## src/rtl/pipe_hazard_ctrl_pkg.sv

```systemverilog
// LC-3b shared pipeline types: controller state encoding
// and the bundle of interstage load/squash controls.
package lc3b_types;

  typedef enum logic [1:0] {
    PS_INIT   = 2'd0,
    PS_RUN    = 2'd1,
    PS_DSTALL = 2'd2
  } lc3b_pipe_state;

  typedef struct packed {
    logic load_pc;
    logic load_ifid;
    logic load_idex;
    logic load_exme;
    logic load_mewb;
    logic squash_ifid;
    logic squash_idex;
    logic squash_exme;
    logic squash_mewb;
  } lc3b_pipe_ctrl;

  localparam lc3b_pipe_ctrl CTRL_FLUSH  = 9'b00000_1111;
  localparam lc3b_pipe_ctrl CTRL_NORMAL = 9'b11111_0000;
  localparam lc3b_pipe_ctrl CTRL_DMISS  = 9'b00001_0001;
  localparam lc3b_pipe_ctrl CTRL_REDIR  = 9'b11111_1110;
  localparam lc3b_pipe_ctrl CTRL_LDUSE  = 9'b00111_0100;
  localparam lc3b_pipe_ctrl CTRL_IMISS  = 9'b01111_1000;

endpackage

```

## src/rtl/pipe_hazard_ctrl_hazard_detect.sv

```systemverilog
// Load-use compare between the ID/EX load and IF/ID sources.
// Purely combinational so the forwarding unit can share it.
module hazard_detect (
  input  logic       mem_read,
  input  logic [2:0] dest,
  input  logic [2:0] src1,
  input  logic [2:0] src2,
  input  logic       use1,
  input  logic       use2,
  output logic       hazard
);

  assign hazard = mem_read &
    ((use1 & (src1 == dest)) |
     (use2 & (src2 == dest)));

endmodule

```

## src/rtl/pipe_hazard_ctrl.sv

```systemverilog
// Central stall/squash controller for the 5-stage LC-3b pipe,
// with saturating perf counters and a sticky dcache-hang flag.
module pipe_hazard_ctrl
  import lc3b_types::*;
#(
  parameter int INIT_CYC   = 2,
  parameter int CNT_W      = 16,
  parameter int HANG_LIMIT = 1023
) (
  input  logic             clk,
  input  logic             reset,
  input  logic             icache_resp,
  input  logic             dcache_req,
  input  logic             dcache_resp,
  input  logic             idex_mem_read,
  input  logic [2:0]       idex_dest,
  input  logic [2:0]       ifid_src1,
  input  logic [2:0]       ifid_src2,
  input  logic             ifid_use1,
  input  logic             ifid_use2,
  input  logic             br_taken,
  output logic             load_pc,
  output logic             load_ifid,
  output logic             load_idex,
  output logic             load_exme,
  output logic             load_mewb,
  output logic             squash_ifid,
  output logic             squash_idex,
  output logic             squash_exme,
  output logic             squash_mewb,
  output logic [1:0]       ctrl_state,
  output logic [CNT_W-1:0] stall_cnt,
  output logic [CNT_W-1:0] squash_cnt,
  output logic             hang_err
);

  localparam int HW = $clog2(HANG_LIMIT + 1);
  localparam logic [HW-1:0] HANG_LIM = HW'(HANG_LIMIT);

  lc3b_pipe_state state_q;
  lc3b_pipe_state state_d;
  lc3b_pipe_ctrl  ctrl;
  logic [3:0]     init_cnt;
  logic [HW-1:0]  hang_cnt;
  logic           hazard;
  logic           dmiss;
  logic           take_br;

  hazard_detect u_hazard_detect (
    .mem_read (idex_mem_read),
    .dest     (idex_dest),
    .src1     (ifid_src1),
    .src2     (ifid_src2),
    .use1     (ifid_use1),
    .use2     (ifid_use2),
    .hazard   (hazard)
  );

  assign dmiss = dcache_req & ~dcache_resp;

  always_comb begin
    ctrl    = CTRL_FLUSH;
    state_d = state_q;
    take_br = 1'b0;
    if (reset) begin
      unique case (state_q)
        PS_INIT: begin
          if (init_cnt <= 4'd1)
            state_d = PS_RUN;
        end
        PS_RUN: begin
          if (dmiss) begin
            ctrl    = CTRL_DMISS;
            state_d = PS_DSTALL;
          end else if (br_taken) begin
            ctrl    = CTRL_REDIR;
            take_br = 1'b1;
          end else if (hazard) begin
            ctrl = CTRL_LDUSE;
          end else if (!icache_resp) begin
            ctrl = CTRL_IMISS;
          end else begin
            ctrl = CTRL_NORMAL;
          end
        end
        PS_DSTALL: begin
          // A memory op never redirects, so br_taken is not looked at here.
          if (!dcache_resp) begin
            ctrl = CTRL_DMISS;
          end else begin
            state_d = PS_RUN;
            if (hazard)
              ctrl = CTRL_LDUSE;
            else if (!icache_resp)
              ctrl = CTRL_IMISS;
            else
              ctrl = CTRL_NORMAL;
          end
        end
        default: state_d = PS_INIT;
      endcase
    end
  end

  always_ff @(posedge clk) begin
    if (!reset) begin
      state_q    <= PS_INIT;
      init_cnt   <= 4'(INIT_CYC);
      stall_cnt  <= '0;
      squash_cnt <= '0;
      hang_cnt   <= '0;
      hang_err   <= 1'b0;
    end else begin
      state_q <= state_d;
      if (state_q == PS_INIT && init_cnt != 4'd0)
        init_cnt <= init_cnt - 4'd1;
      if (state_q != PS_INIT && !ctrl.load_pc && stall_cnt != '1)
        stall_cnt <= stall_cnt + CNT_W'(1);
      if (take_br && squash_cnt != '1)
        squash_cnt <= squash_cnt + CNT_W'(1);
      if (state_q == PS_DSTALL) begin
        if (hang_cnt != HANG_LIM)
          hang_cnt <= hang_cnt + HW'(1);
        if (hang_cnt >= HANG_LIM - HW'(1))
          hang_err <= 1'b1;
      end else begin
        hang_cnt <= '0;
      end
    end
  end

  assign load_pc     = ctrl.load_pc;
  assign load_ifid   = ctrl.load_ifid;
  assign load_idex   = ctrl.load_idex;
  assign load_exme   = ctrl.load_exme;
  assign load_mewb   = ctrl.load_mewb;
  assign squash_ifid = ctrl.squash_ifid;
  assign squash_idex = ctrl.squash_idex;
  assign squash_exme = ctrl.squash_exme;
  assign squash_mewb = ctrl.squash_mewb;
  assign ctrl_state  = state_q;

endmodule

```

## config.mk

```make
export PLATFORM = sky130hd
export DESIGN_NAME = pipe_hazard_ctrl
export DESIGN_NICKNAME = d
export VERILOG_FILES = /design/src/rtl/pipe_hazard_ctrl_pkg.sv /design/src/rtl/pipe_hazard_ctrl_hazard_detect.sv /design/src/rtl/pipe_hazard_ctrl.sv
export SDC_FILE = /design/constraint.sdc
export NUM_CORES = 1
export LEC_CHECK = 0
export ABC_CLOCK_PERIOD_IN_PS = 1800
export CORE_ASPECT_RATIO = 1.4
export CORE_MARGIN = 4
export CORE_UTILIZATION = 25
export DETAILED_ROUTE_END_ITERATION = 8
export HOLD_SLACK_MARGIN = 0.15
export PLACE_DENSITY = 0.47
export SETUP_SLACK_MARGIN = 0.2
export SYNTH_ARGS = -nofsm -noshare
export SYNTH_HDL_FRONTEND = slang
export SYNTH_SLANG_ARGS = --single-unit
```

## constraint.sdc

```tcl
create_clock -name clk -period 1.8 [get_ports clk]
set_input_delay 0.18 -clock clk [delete_from_list [all_inputs] [get_ports clk]]
set_output_delay 0.18 -clock clk [all_outputs]
set_load 0.005 [all_outputs]
```

== After elaboration in Yosys (flattened, before gate mapping) ==
Index checks and enable logic that the tools add are counted.

* Flip-flop bits (word level): 49
* Word-level logic and storage cells: 54

* Add/subtract/negate cells: 4
* $lt $le $gt $ge: 2
* Equality and inequality tests: 10
* Muxes and demuxes: 15
* Bitwise gates (word level): 6
* Reduce and logical (&&, ||, !) cells: 11

{| class="wikitable"
|+ Operators by type and width
! operator !! count
|-
| $mux W9 || 6
|-
| $add A16 B1 Y16 const B || 2
|-
| $ne A16 B16 Y1 const B || 2
|-
| $pmux W9 S2 || 1
|-
| $add A10 B1 Y10 const B || 1
|-
| $ge A10 B10 Y1 const B || 1
|-
| $ne A10 B10 Y1 const B || 1
|-
| $eq A3 B3 Y1 || 2
|-
| $mux W2 || 3
|-
| $ne A2 B2 Y1 const B || 3
|-
| $pmux W2 S3 || 1
|-
| $and A1 B1 Y1 || 4
|-
| $le A4 B1 Y1 const B || 1
|-
| $logic_and A1 B1 Y1 || 4
|-
| $mux W1 || 4
|-
| $reduce_and A2 Y1 || 2
|-
| $reduce_bool A4 Y1 || 1
|-
| $sub A4 B1 Y4 const B || 1
|-
| $reduce_and A3 Y1 || 1
|-
| $eq A2 B1 Y1 const B || 1
|-
| $eq A2 B2 Y1 const B || 1
|-
| $logic_not A2 Y1 || 1
|-
| $reduce_bool A2 Y1 || 1
|-
| $logic_not A1 Y1 || 1
|-
| other kinds (2) || 2
|}

== Logic depth before layout (Yosys ltp) ==
Gate-level depths: netlist of the first run.

* Depth after elaboration: 12
* Mapped depth: 9

== Cells and area by module ==
From an unflattened synthesis of the first run, not the netlist that was laid out.

* Cell total of the unflattened synthesis: 321
* Area total of the unflattened synthesis: 2672.6 um^2

{| class="wikitable"
|+ Modules (own cells, without submodules)
! module !! instances !! cells each !! area each (um^2)
|-
| pipe_hazard_ctrl || 1 || 312 || 2600.0
|-
| hazard_detect || 1 || 9 || 72.6
|}

== Worst setup path before layout of the first run ==
Ideal clock, no wire load.

* Path kind: reg2reg
* Start point: register state_q[1] (netlist: ctrl_state[1])
* End point: register stall_cnt[11]
* Data arrival time: 1932 ps
* Required time: 1728 ps
* Setup slack: -204 ps
* Stages on the path, launching flop included: 10
* Path buffers: 2
* Clock period less this slack: 2004 ps
* Path through: dfxtp_1 > inv_1 > ha_1 > clkbuf_1 > and3_1 > a211oi_4 > o31ai_4 > buf_6 > nor4b_2 > mux2i_1

* Cells in the longest elaborated chain, start to end: 6

{| class="wikitable"
|+ Ends and longest elaborated chain
! element !! line !! source
|-
| start: declaration || pipe_hazard_ctrl.sv:40 || <nowiki>lc3b_pipe_state state_q;</nowiki>
|-
| start signal: assignment || pipe_hazard_ctrl.sv:114 || <nowiki>state_q <= state_d;</nowiki>
|-
| $eq A2 B2 Y1 or $eq A2 B1 Y1 (tied branches) || pipe_hazard_ctrl.sv:66 || <nowiki>unique case (state_q)</nowiki>
|-
| $pmux W9 S2 || pipe_hazard_ctrl.sv:66 ||
|-
| $mux W9 || pipe_hazard_ctrl.sv:65 || <nowiki>if (reset) begin</nowiki>
|-
| $logic_not A1 Y1 || pipe_hazard_ctrl.sv:117 || <nowiki>if (state_q != PS_INIT && !ctrl.load_pc && stall_cnt != '1)</nowiki>
|-
| $logic_and A1 B1 Y1 * (2 in a row) || pipe_hazard_ctrl.sv:117 ||
|-
| end signal: assignment || pipe_hazard_ctrl.sv:118 || <nowiki>stall_cnt <= stall_cnt + CNT_W'(1);</nowiki>
|-
| end: declaration || pipe_hazard_ctrl.sv:32 || <nowiki>output logic [CNT_W-1:0] stall_cnt,</nowiki>
|}

Mark *: on every way between the ends. The rest lies on a longest branch, timed or not.
A chain may end at the register's enable or synchronous reset.

== Worst setup path after layout of the first run ==
* Start point: register state_q[0] (netlist: ctrl_state[0])
* End point: output load_pc

* Cells in the longest elaborated chain, start to end: 3

{| class="wikitable"
|+ Ends and longest elaborated chain
! element !! line !! source
|-
| $eq A2 B2 Y1 or $eq A2 B1 Y1 (tied branches) || pipe_hazard_ctrl.sv:66 ||
|-
| $pmux W9 S2 * || pipe_hazard_ctrl.sv:66 ||
|-
| $mux W9 * || pipe_hazard_ctrl.sv:65 ||
|-
| end: declaration || pipe_hazard_ctrl.sv:22 || <nowiki>output logic load_pc,</nowiki>
|}

Marks and branches as above.

==> flow_metrics.py, run 1 <==
metrics = {
    "placement": {
        "portBuffers": 61,
        "dpl.hpwl_mm": 5.96,
        "gp_congestion": 0.789,
        "placed_cell_area_um2": 3880,
    },
    "detailed_routing": {
        "ant_nets": 0,
        "wl_per_cell_um": 14.2,
        "drt-pass1-iter-count": 4,
        "drc_errors": 0,
        "drt_iter0_markers": 60,
        "vias": 2783,
        "vias_per_cell": 4.72,
        "wirelength_mm": 8.35,
    },
    "synth": {
        "synth.most_common_cell": "dfxtp_1",
        "ys_seq_area_share_pct": 37.1,
        "netlist-cell-type-count": 47,
        "avgSynthCellArea_um2": 8.48,
        "yosys_warnings": 0,
        "ys_ff_latch": 49,
        "async_flop_share_pct": 0,
        "synth_flop_cell": "dfxtp_1",
        "syn_area_um2": 2650,
        "synth_nets": 340,
        "synth_top_area_share_pct": 37.1,
        "synth_cells": 312,
        "ys_top_cells_by_count": "49 x dfxtp_1, 38 x nor2_1, 31 x nand2_1",
        "ys_top_cells_by_area": "dfxtp_1 37%, nor2_1 5.4%, ha_1 4.7%, nand2_1 4.4%, xnor2_1 4.3%",
        "synth_top_cell_by_area": "dfxtp_1",
        "synth-edff-count": 0,
    },
    "cts": {
        "cts.path.max_buffers": 2,
        "cts-hold-fix-buffers": 0,
        "clkTransAtPathRegs_ns": 0.07,
        "cts_buffers": 5,
        "cts_root_buf": "clkbuf_16",
        "cts_htree_levels": 2,
        "cts_tree": "built",
        "clock_latency_ns": 0.29,
        "cts_sinks": 49,
    },
    "grt": {
        "grt_max_degree": 28,
        "grt_pass1_vias": 2836,
        "antenna_found_initial": 0,
        "gr-total-overflow": 0,
        "grtUsageTotal_pct": 13.8,
        "grt_pass1_wl_mm": 13.5,
    },
    "timing": {
        "tightestPinTransition_ns": 0.529,
        "final-hold-violation-count": 0,
        "finalMaxSlewViolations": 0,
        "fin_crit_sh_pct": 107,
        "fmax_mhz": 519,
        "slew_headroom_pct": 64.7,
        "setup-violations-final": 20,
        "rsz0062_at_grt": "true",
        "finalWorstSetupSlack_ns": -0.127,
        "clock_skew_ns": 0.00553,
        "tns_ns": -1.61,
        "fin_crit_ns": 1.93,
    },
    "floorplanning": {
        "die_h_um": 130,
        "io_pins": 62,
        "core_area_um2": 10300,
        "row_count": 44,
        "die_w_um": 94.9,
        "initial_utilization_pct": 25.6,
        "dieArea_um2": 12300,
    },
    "finish": {
        "final_nets": 479,
        "area_growth_pct": 71.4,
        "antennaDiodeCount": 0,
        "drive_above_1_share_pct": 35.0,
        "finish.instance_area_um2": 4530,
    },
    "flow_run": {
        "drv_cap": 0,
    },
    "worst_setup_path": {
        "required_ns": 1.62,
        "endpoint_kind": "output pin",
        "start_kind": "register",
        "cp.arrival_ns": 1.75,
        "crit_fanout": 4,
        "critical_path_class": "register to output pin",
    },
    "hold_path": {
        "hold_class": "register to register",
    },
    "power": {
        "power_uw": 3660,
        "p_leak_uw": 0.00167,
        "power_density_nw_per_um2": 806,
        "ir_drop_mv": 0.335,
    },
    "status": {
        "violations": "setup timing",
        "status": "finished with violations",
    },
}
==> what timing repair did <==
item / in CTS / in global routing
cloned: 2 / 1
buffers inserted: 17 / 6
pin swaps: 18 / 9
endpoints found under the setup margin: 43 / 48
resized for setup: 80 / 28
==> worst max-delay path: stages (launching register included) <==
cell,delay (ns)
dfxtp_2,0.34
buf_6,0.11
ha_4,0.16
and3_4,0.18
a211oi_4,0.22
buf_6,0.16
buf_4,0.10
nor3_1,0.04
buf_2,0.15
==> power by group <==
part / total, uW / internal (uW) / switching, uW
Clock: 945 / 517 / 429
Sequential: 1220 / 1160 / 59.9
Combinational: 1490 / 774 / 712
==> layout make-up <==
type | count | area, um^2
Sequential cell | 49 | 987
Multi-Input combinational cell | 242 | 1920
Tap cell | 138 | 173
Inverter | 12 | 45.0
Clock inverter | 2 | 15.0
Timing Repair Buffer | 141 | 1260
Fill cell | 1088 | 5820
Clock buffer | 6 | 129
==> placed cells by master (no fill, tap or decap), drive strengths merged <==
cell / count
a211oi: 3
a21oi: 13
a22o: 1
a22oi: 1
and2: 4
and3: 2
and4: 4
buf: 85
clkbuf: 8
clkdlybuf4s50: 43
clkinv: 1
clkinvlp: 2
dfxtp: 49
dlygate4sd2: 11
ha: 10
inv: 11
mux2i: 10
nand2: 31
nand2b: 6
nand3: 17
nand4: 14
nor2: 38
nor2b: 2
nor3: 5
nor3b: 2
nor4: 7
nor4b: 2
o211ai: 5
o21ai: 12
o221ai: 1
o311ai: 3
o31ai: 7
o41ai: 3
or2: 2
or3: 8
or4: 4
xnor2: 14
xor2: 11
==> state kept, by name, summed over array words and instances (netlist names) <==
name / count
ctrl_state: 2
hang_cnt: 10
hang_err: 1
init_cnt: 4
squash_cnt: 16
stall_cnt: 16
==> routing by layer <==
| layer | share of wire [%] | global-route usage (%) | vias up |
|---|---|---|---|
| met5 | 0 | 0 | - |
| met4 | 1.4 | 4.42 | 0 |
| met3 | 3.6 | 2.88 | 10 |
| met2 | 55 | 26.2 | 46 |
| met1 | 40 | 15.2 | 1329 |
| li1 | - | - | 1398 |
==> stage by stage <==
| step | hold WS, ns | setup WS, ns | instances | utilization [%] |
|---|---|---|---|---|
| after floorplan | 0.329 | -0.0626 | 312 | - |
| after global placement | 0.471 | -0.635 | 556 | 37.5 |
| after detailed placement | 0.470 | -0.675 | 556 | 37.5 |
| after CTS | 0.500 | -0.155 | 583 | 41.9 |
| after global routing | 0.531 | -0.231 | 590 | 43.8 |
| final | 0.489 | -0.127 | 590 | 43.8 |
==> path summary, 6_finish.rpt <==
| check | from | endpoint | slack (ns) | cells after the start |
|---|---|---|---|---|
| worst max-delay path | ctrl_state[0] | load_pc | -0.13 | 8 |
| worst min-delay path | stall_cnt[10] | stall_cnt[10] | 0.49 | 2 |
| worst max register to register | ctrl_state[0] | stall_cnt[2] | -0.12 | 9 |
| worst min register to register | stall_cnt[10] | stall_cnt[10] | 0.49 | 2 |
==> cell families (layout without fill, tap and decap cells) <==
group           Yosys count  after routing  synth area share, %
flops                    49             49                 37.1
xor+xnor                 25             25                 8.56
simple gates            148            148                 29.8
compound gates           47             49                 12.3
fa+ha+maj                10             10                 4.73
buf+inv                  23            161                 3.74
mux                      10             10                 3.78
No activity file was read; power rests on OpenSTA's default activity.
==> run 2: changes to the inputs <==
--- a/config.mk
+++ b/config.mk
@@ -5,7 +5,6 @@
 export SDC_FILE = /design/constraint.sdc
 export NUM_CORES = 1
 export LEC_CHECK = 0
-export ABC_CLOCK_PERIOD_IN_PS = 1800
 export CORE_ASPECT_RATIO = 1.4
 export CORE_MARGIN = 4
 export CORE_UTILIZATION = 25
@@ -16,3 +15,4 @@
 export SYNTH_ARGS = -nofsm -noshare
 export SYNTH_HDL_FRONTEND = slang
 export SYNTH_SLANG_ARGS = --single-unit
+export TNS_END_PERCENT = 10
==> run 2 against run 1 <==
Effect of this change: the flow still finishes with violations (setup timing); critical path depth grew 1; wire length shrank 2.8%; hold slack lost 0.0065 ns; combinational power shrank 15%; critical path type is now register to register; highest routed layer unchanged.
==> flow_metrics.py, run 2 (synthesis gave the netlist of run 1 again) <==
metrics = {
    "status": {
        "status": "finished with violations",
        "violations": "setup timing",
    },
    "timing": {
        "fin_crit_sh_pct": 106,
        "final-hold-violation-count": 0,
        "tightestPinTransition_ns": 0.566,
        "slew_headroom_pct": 62.2,
        "rsz0062_at_grt": "true",
        "fmax_mhz": 522,
        "finalWorstSetupSlack_ns": -0.114,
        "tns_ns": -1.27,
        "finalMaxSlewViolations": 0,
        "fin_crit_ns": 1.91,
        "setup-violations-final": 21,
        "clock_skew_ns": 0.00536,
    },
    "finish": {
        "fill_cells": 1115,
        "final_nets": 457,
        "largestRegisters": "squash_cnt (16), stall_cnt (16), hang_cnt (10)",
        "antennaDiodeCount": 0,
        "final_cells": 567,
        "mostFrequentLayoutCell": "buf_4",
        "mostFrequentLayoutCells": "53 x buf_4, 46 x clkdlybuf4s50_1, 43 x dfxtp_1",
        "drive_above_1_share_pct": 28.9,
        "area_growth_pct": 59.4,
    },
    "power": {
        "p_leak_uw": 0.00152,
        "power_density_nw_per_um2": 812,
        "ir_drop_mv": 0.391,
        "power_uw": 3420,
    },
    "floorplanning": {
        "initial_utilization_pct": 25.6,
        "row_count": 44,
        "dieArea_um2": 12300,
        "core_area_um2": 10300,
        "die_h_um": 130,
        "die_w_um": 94.9,
        "io_pins": 62,
    },
    "hold_path": {
        "worstHoldStart": "hang_err",
        "min_to": "hang_err",
        "hold_depth": 2,
        "hold_class": "register to register",
    },
    "grt": {
        "antenna_found_initial": 0,
        "grt_pass1_vias": 2656,
        "gr-total-overflow": 0,
        "grtUsageTotal_pct": 13.6,
        "grt_pass1_wl_mm": 13.1,
        "grt_max_degree": 28,
    },
    "cts": {
        "clock_latency_ns": 0.29,
        "cts_sinks": 49,
        "cts_root_buf": "clkbuf_16",
        "cts_buffers": 5,
        "cts.path.max_buffers": 2,
        "cts_htree_levels": 2,
        "clkTransAtPathRegs_ns": 0.06,
        "cts-hold-fix-buffers": 0,
        "cts_tree": "built",
    },
    "flow_run": {
        "drv_cap": 0,
    },
    "detailed_routing": {
        "wl_per_cell_um": 14.3,
        "drt-pass1-iter-count": 4,
        "drt_iter0_markers": 129,
        "drc_errors": 0,
        "vias_per_cell": 4.80,
        "wirelength_mm": 8.12,
        "vias": 2719,
        "ant_nets": 0,
    },
    "worst_setup_path": {
        "cp-startpoint": "ctrl_state[0]",
        "reg2regPathDepth": 9,
        "endpoint_kind": "register",
        "start_kind": "register",
        "reg2reg_slack_ns": -0.11,
        "required_ns": 2.01,
        "crit_fanout": 6,
        "r2r_end": "stall_cnt[2]",
        "r2r_start": "ctrl_state[0]",
        "critical_path_class": "register to register",
        "cp.arrival_ns": 2.13,
    },
    "placement": {
        "gp_congestion": 0.812,
        "portBuffers": 61,
        "dpl.hpwl_mm": 5.82,
        "dp_slack_ns": -0.729,
        "dpl.cell_count": 550,
    },
}
[run 2: metrics by stage]
stage | cell area [um^2] | utilization [%] | hold WS, ns
after floorplan | 2710 | - | 0.329
after global placement | 3800 | 36.7 | 0.467
after detailed placement | 3800 | 36.7 | 0.467
after CTS | 4090 | 39.5 | 0.489
after global routing | 4220 | 40.7 | 0.520
final | 4220 | 40.7 | 0.483
[run 2: report_power, final]
part           switching, uW  leakage (uW)  internal (uW)
Sequential              60.7      0.000399           1160
Clock                    395     0.0000690            545
Combinational            675       0.00105            584
Total                   1130       0.00152           2290
[run 2: timing repair]
| action | in CTS | in global routing |
|---|---|---|
| hold endpoints to repair | 0 | 0 |
| setup buffers | 4 | 3 |
| setup endpoints to repair | 41 | 46 |
| pin swaps | 13 | 14 |
| cloned | 3 | 0 |
| gates resized for setup | 51 | 29 |
[run 2: layer usage]
layer / vias to the layer above / GRT usage (%) / wire length [um] / share of wire, %
met2: 64 / 24.5 / 4290 / 53
li1: 1360 / - / - / -
met3: 14 / 3.34 / 451 / 5.6
met1: 1281 / 15.1 / 3230 / 40
met5: - / 0 / 0 / 0
met4: 0 / 5.35 / 152 / 1.9
[run 2: cell type report]
class	count	area, um^2	area share, %
Clock buffer	6	139	3.29
Sequential cell	49	988	23.4
Clock inverter	1	7.51	0.178
Inverter	12	45.0	1.07
Tap cell	138	173	4.09
Timing Repair Buffer	118	1010	24.0
Multi-Input combinational cell	243	1850	43.9
[run 2: worst max-delay path: stages (launching register included)]
cell	delay [ns]
dfxtp_2	0.35
buf_6	0.10
ha_4	0.14
and3_4	0.22
a211oi_4	0.05
buf_6	0.15
buf_4	0.14
o31ai_4	0.34
o21ai_0	0.18
a21oi_2	0.18
[run 2: worst max-delay path by stage]
stage / slack, ns / depth (start not counted) / to
after floorplan: -0.06 / 9 / stall_cnt[15]
after global placement: -0.67 / 8 / stall_cnt[4]
after detailed placement: -0.73 / 8 / stall_cnt[4]
after CTS: -0.18 / 7 / stall_cnt[8]
after global routing: -0.18 / 8 / stall_cnt[14]
final: -0.11 / 9 / stall_cnt[2]
==> run 3: changes to the inputs <==
--- a/config.mk
+++ b/config.mk
@@ -11,6 +11,7 @@
 export DETAILED_ROUTE_END_ITERATION = 8
 export HOLD_SLACK_MARGIN = 0.15
 export PLACE_DENSITY = 0.47
+export RECOVER_POWER = 100
 export SETUP_SLACK_MARGIN = 0.2
 export SYNTH_ARGS = -nofsm -noshare
 export SYNTH_HDL_FRONTEND = slang
==> constraint.sdc (replaced) <==
create_clock -name clk -period 1.8 [get_ports clk]
set_input_delay 0.36 -clock clk [delete_from_list [all_inputs] [get_ports clk]]
set_output_delay 0.36 -clock clk [all_outputs]
set_load 0.005 [all_outputs]
==> run 3 against run 2 <==
Effect of this change: the run still ends with setup timing left; hold slack gained 0.0059 ns; fmax down 3.3%; sequential power about the same; count of clock-buffer cells in the layout grew 1; clock skew barely moved; final cell count increased by 0.53%; non-clock buffer count rose by 2; combinational power rose by 6%; clock power increased by 5.2%; sequential share of layout area down 0.21 points; critical path depth down 2; critical path type is now register to output pin; critical endpoint is now load_pc.
==> flow_metrics.py, run 3 (synthesis gave the netlist of run 1 again) <==
metrics = {
    "cts": {
        "cts.path.max_buffers": 2,
        "cts_sinks": 49,
        "cts_htree_levels": 2,
        "cts_root_buf": "clkbuf_16",
        "cts-hold-fix-buffers": 0,
        "cts_buffers": 5,
        "clock_latency_ns": 0.29,
        "cts_tree": "built",
        "clkTransAtPathRegs_ns": 0.07,
    },
    "finish": {
        "finish.instance_area_um2": 4300,
        "mostFrequentLayoutCells": "47 x buf_4, 38 x dfxtp_1, 34 x nor2_1",
        "antennaDiodeCount": 0,
        "final_nets": 459,
        "largestRegisters": "squash_cnt (16), stall_cnt (16), hang_cnt (10)",
        "seqCellArea_um2": 1000,
        "drive_above_1_share_pct": 32.6,
        "area_growth_pct": 62.7,
        "fill_cells": 1099,
        "mostFrequentLayoutCell": "buf_4",
        "multi_input_area_um2": 1910,
        "final_cells": 570,
    },
    "detailed_routing": {
        "drt-pass1-iter-count": 4,
        "vias_per_cell": 4.73,
        "wl_per_cell_um": 14.2,
        "drc_errors": 0,
        "vias": 2695,
        "drt_iter0_markers": 80,
        "wirelength_mm": 8.08,
        "ant_nets": 0,
    },
    "power": {
        "p_leak_uw": 0.00161,
        "power_uw": 3550,
        "power_density_nw_per_um2": 825,
        "ir_drop_mv": 0.336,
    },
    "floorplanning": {
        "row_count": 44,
        "die_w_um": 94.9,
        "initial_utilization_pct": 25.6,
        "core_area_um2": 10300,
        "die_h_um": 130,
        "io_pins": 62,
        "dieArea_um2": 12300,
    },
    "placement": {
        "placed_cell_area_um2": 3770,
        "portBuffers": 61,
        "gp_congestion": 0.796,
        "dp_slack_ns": -0.878,
        "dpl.hpwl_mm": 5.76,
        "dpl.cell_count": 545,
    },
    "worst_setup_path": {
        "cp.arrival_ns": 1.62,
        "start_kind": "register",
        "required_ns": 1.44,
        "critical_path_class": "register to output pin",
        "critPathMaxStageDelay_ns": 0.39,
        "cp_slowest_cell": "dfxtp_4",
        "reg2regPathDepth": 9,
        "crit_fanout": 4,
        "endpoint_kind": "output pin",
        "cp_cell_sequence": "inv_4 > ha_4 > and2_4 > nand2_4 > buf_6 > nor3_4 > buf_2",
    },
    "grt": {
        "antenna_found_initial": 0,
        "grtUsageTotal_pct": 13.2,
        "grt_pass1_wl_mm": 12.9,
        "grt_max_degree": 28,
        "gr-total-overflow": 0,
        "grt_pass1_vias": 2691,
    },
    "timing": {
        "clock_skew_ns": 0.00541,
        "finalWorstSetupSlack_ns": -0.179,
        "fin_crit_ns": 1.98,
        "final-hold-violation-count": 0,
        "rsz0062_at_grt": "true",
        "fmax_mhz": 505,
        "finalMaxSlewViolations": 0,
        "tightestPinTransition_ns": 0.544,
        "slew_headroom_pct": 63.7,
        "fin_crit_sh_pct": 110,
        "setup-violations-final": 32,
        "tns_ns": -2.17,
    },
    "flow_run": {
        "drv_cap": 0,
    },
    "status": {
        "violations": "setup timing",
        "status": "finished with violations",
    },
    "hold_path": {
        "hold_class": "register to register",
        "hold_depth": 1,
    },
}
-- run 3: cell types whose count changed in the layout (fill, tap and decap cells not counted), moves of 4 or more --
cell             previous run  this run
buf_6                       4         9
dlygate4sd2_1               9        18
dfxtp_1                    43        38
buf_2                       5        12
clkdlybuf4s50_1            46        26
xnor2_1                    11         7
xnor2_2                     3         7
buf_4                      53        47
-- run 3: path summary, 6_finish.rpt --
check                               startpoint        endpoint  slack, ns
worst max-delay path             ctrl_state[0]         load_pc      -0.18
worst min-delay path            squash_cnt[15]  squash_cnt[15]       0.49
worst max register to register   ctrl_state[1]   stall_cnt[10]      -0.11
worst min register to register  squash_cnt[15]  squash_cnt[15]       0.49
-- run 3: layout make-up --
class | instances | share of cell area (%)
inverter | 12 | 1.10
clock inverter | 1 | 0.116
sequential | 49 | 23.2
clock buffer | 7 | 3.55
tap | 138 | 4.01
multi-input combinational | 243 | 44.4
timing repair buffer | 120 | 23.6
-- run 3: through the flow --
| stage | hold WS [ns] | util [%] |
|---|---|---|
| 2_1_floorplan | 0.461 | - |
| 3_3_place_gp | 0.470 | 36.4 |
| 3_5_place_dp | 0.475 | 36.4 |
| 4_1_cts | 0.491 | 40.6 |
| 5_1_grt | 0.502 | 41.6 |
| 6_report | 0.489 | 41.6 |
-- run 3: worst max-delay path, delay by kind of cell, from the launching register on --
family / cells / cell delay (ns)
DFF: 1 / 0.39
buffers and inverters: 3 / 0.31
and+or+nand+nor: 3 / 0.38
adders and majority gates: 1 / 0.25
-- run 3: timing repair --
item                                    in CTS  in global routing
endpoints found under the setup margin      63                 63
gates resized for setup                    116                 30
buffers inserted                            13                  1
pin swaps                                   30                 17
gates cloned                                 3                  0
-- run 3: routing by layer --
layer  track usage (%)  part of all wire [%]  vias up
met4              3.99                   2.1        0
met5                 0                     0        -
li1                  -                     -     1367
met1              14.5                    42     1258
met3              2.65                   3.8       14
met2              25.2                    52       56
-- run 3: report_power, final --
group          switching, uW  internal, uW  leakage [uW]  total, uW
Clock                    401           589     0.0000799        990
Combinational            689           641       0.00113       1330
Sequential              64.0          1160      0.000402       1230
Total                   1150          2390       0.00161       3550
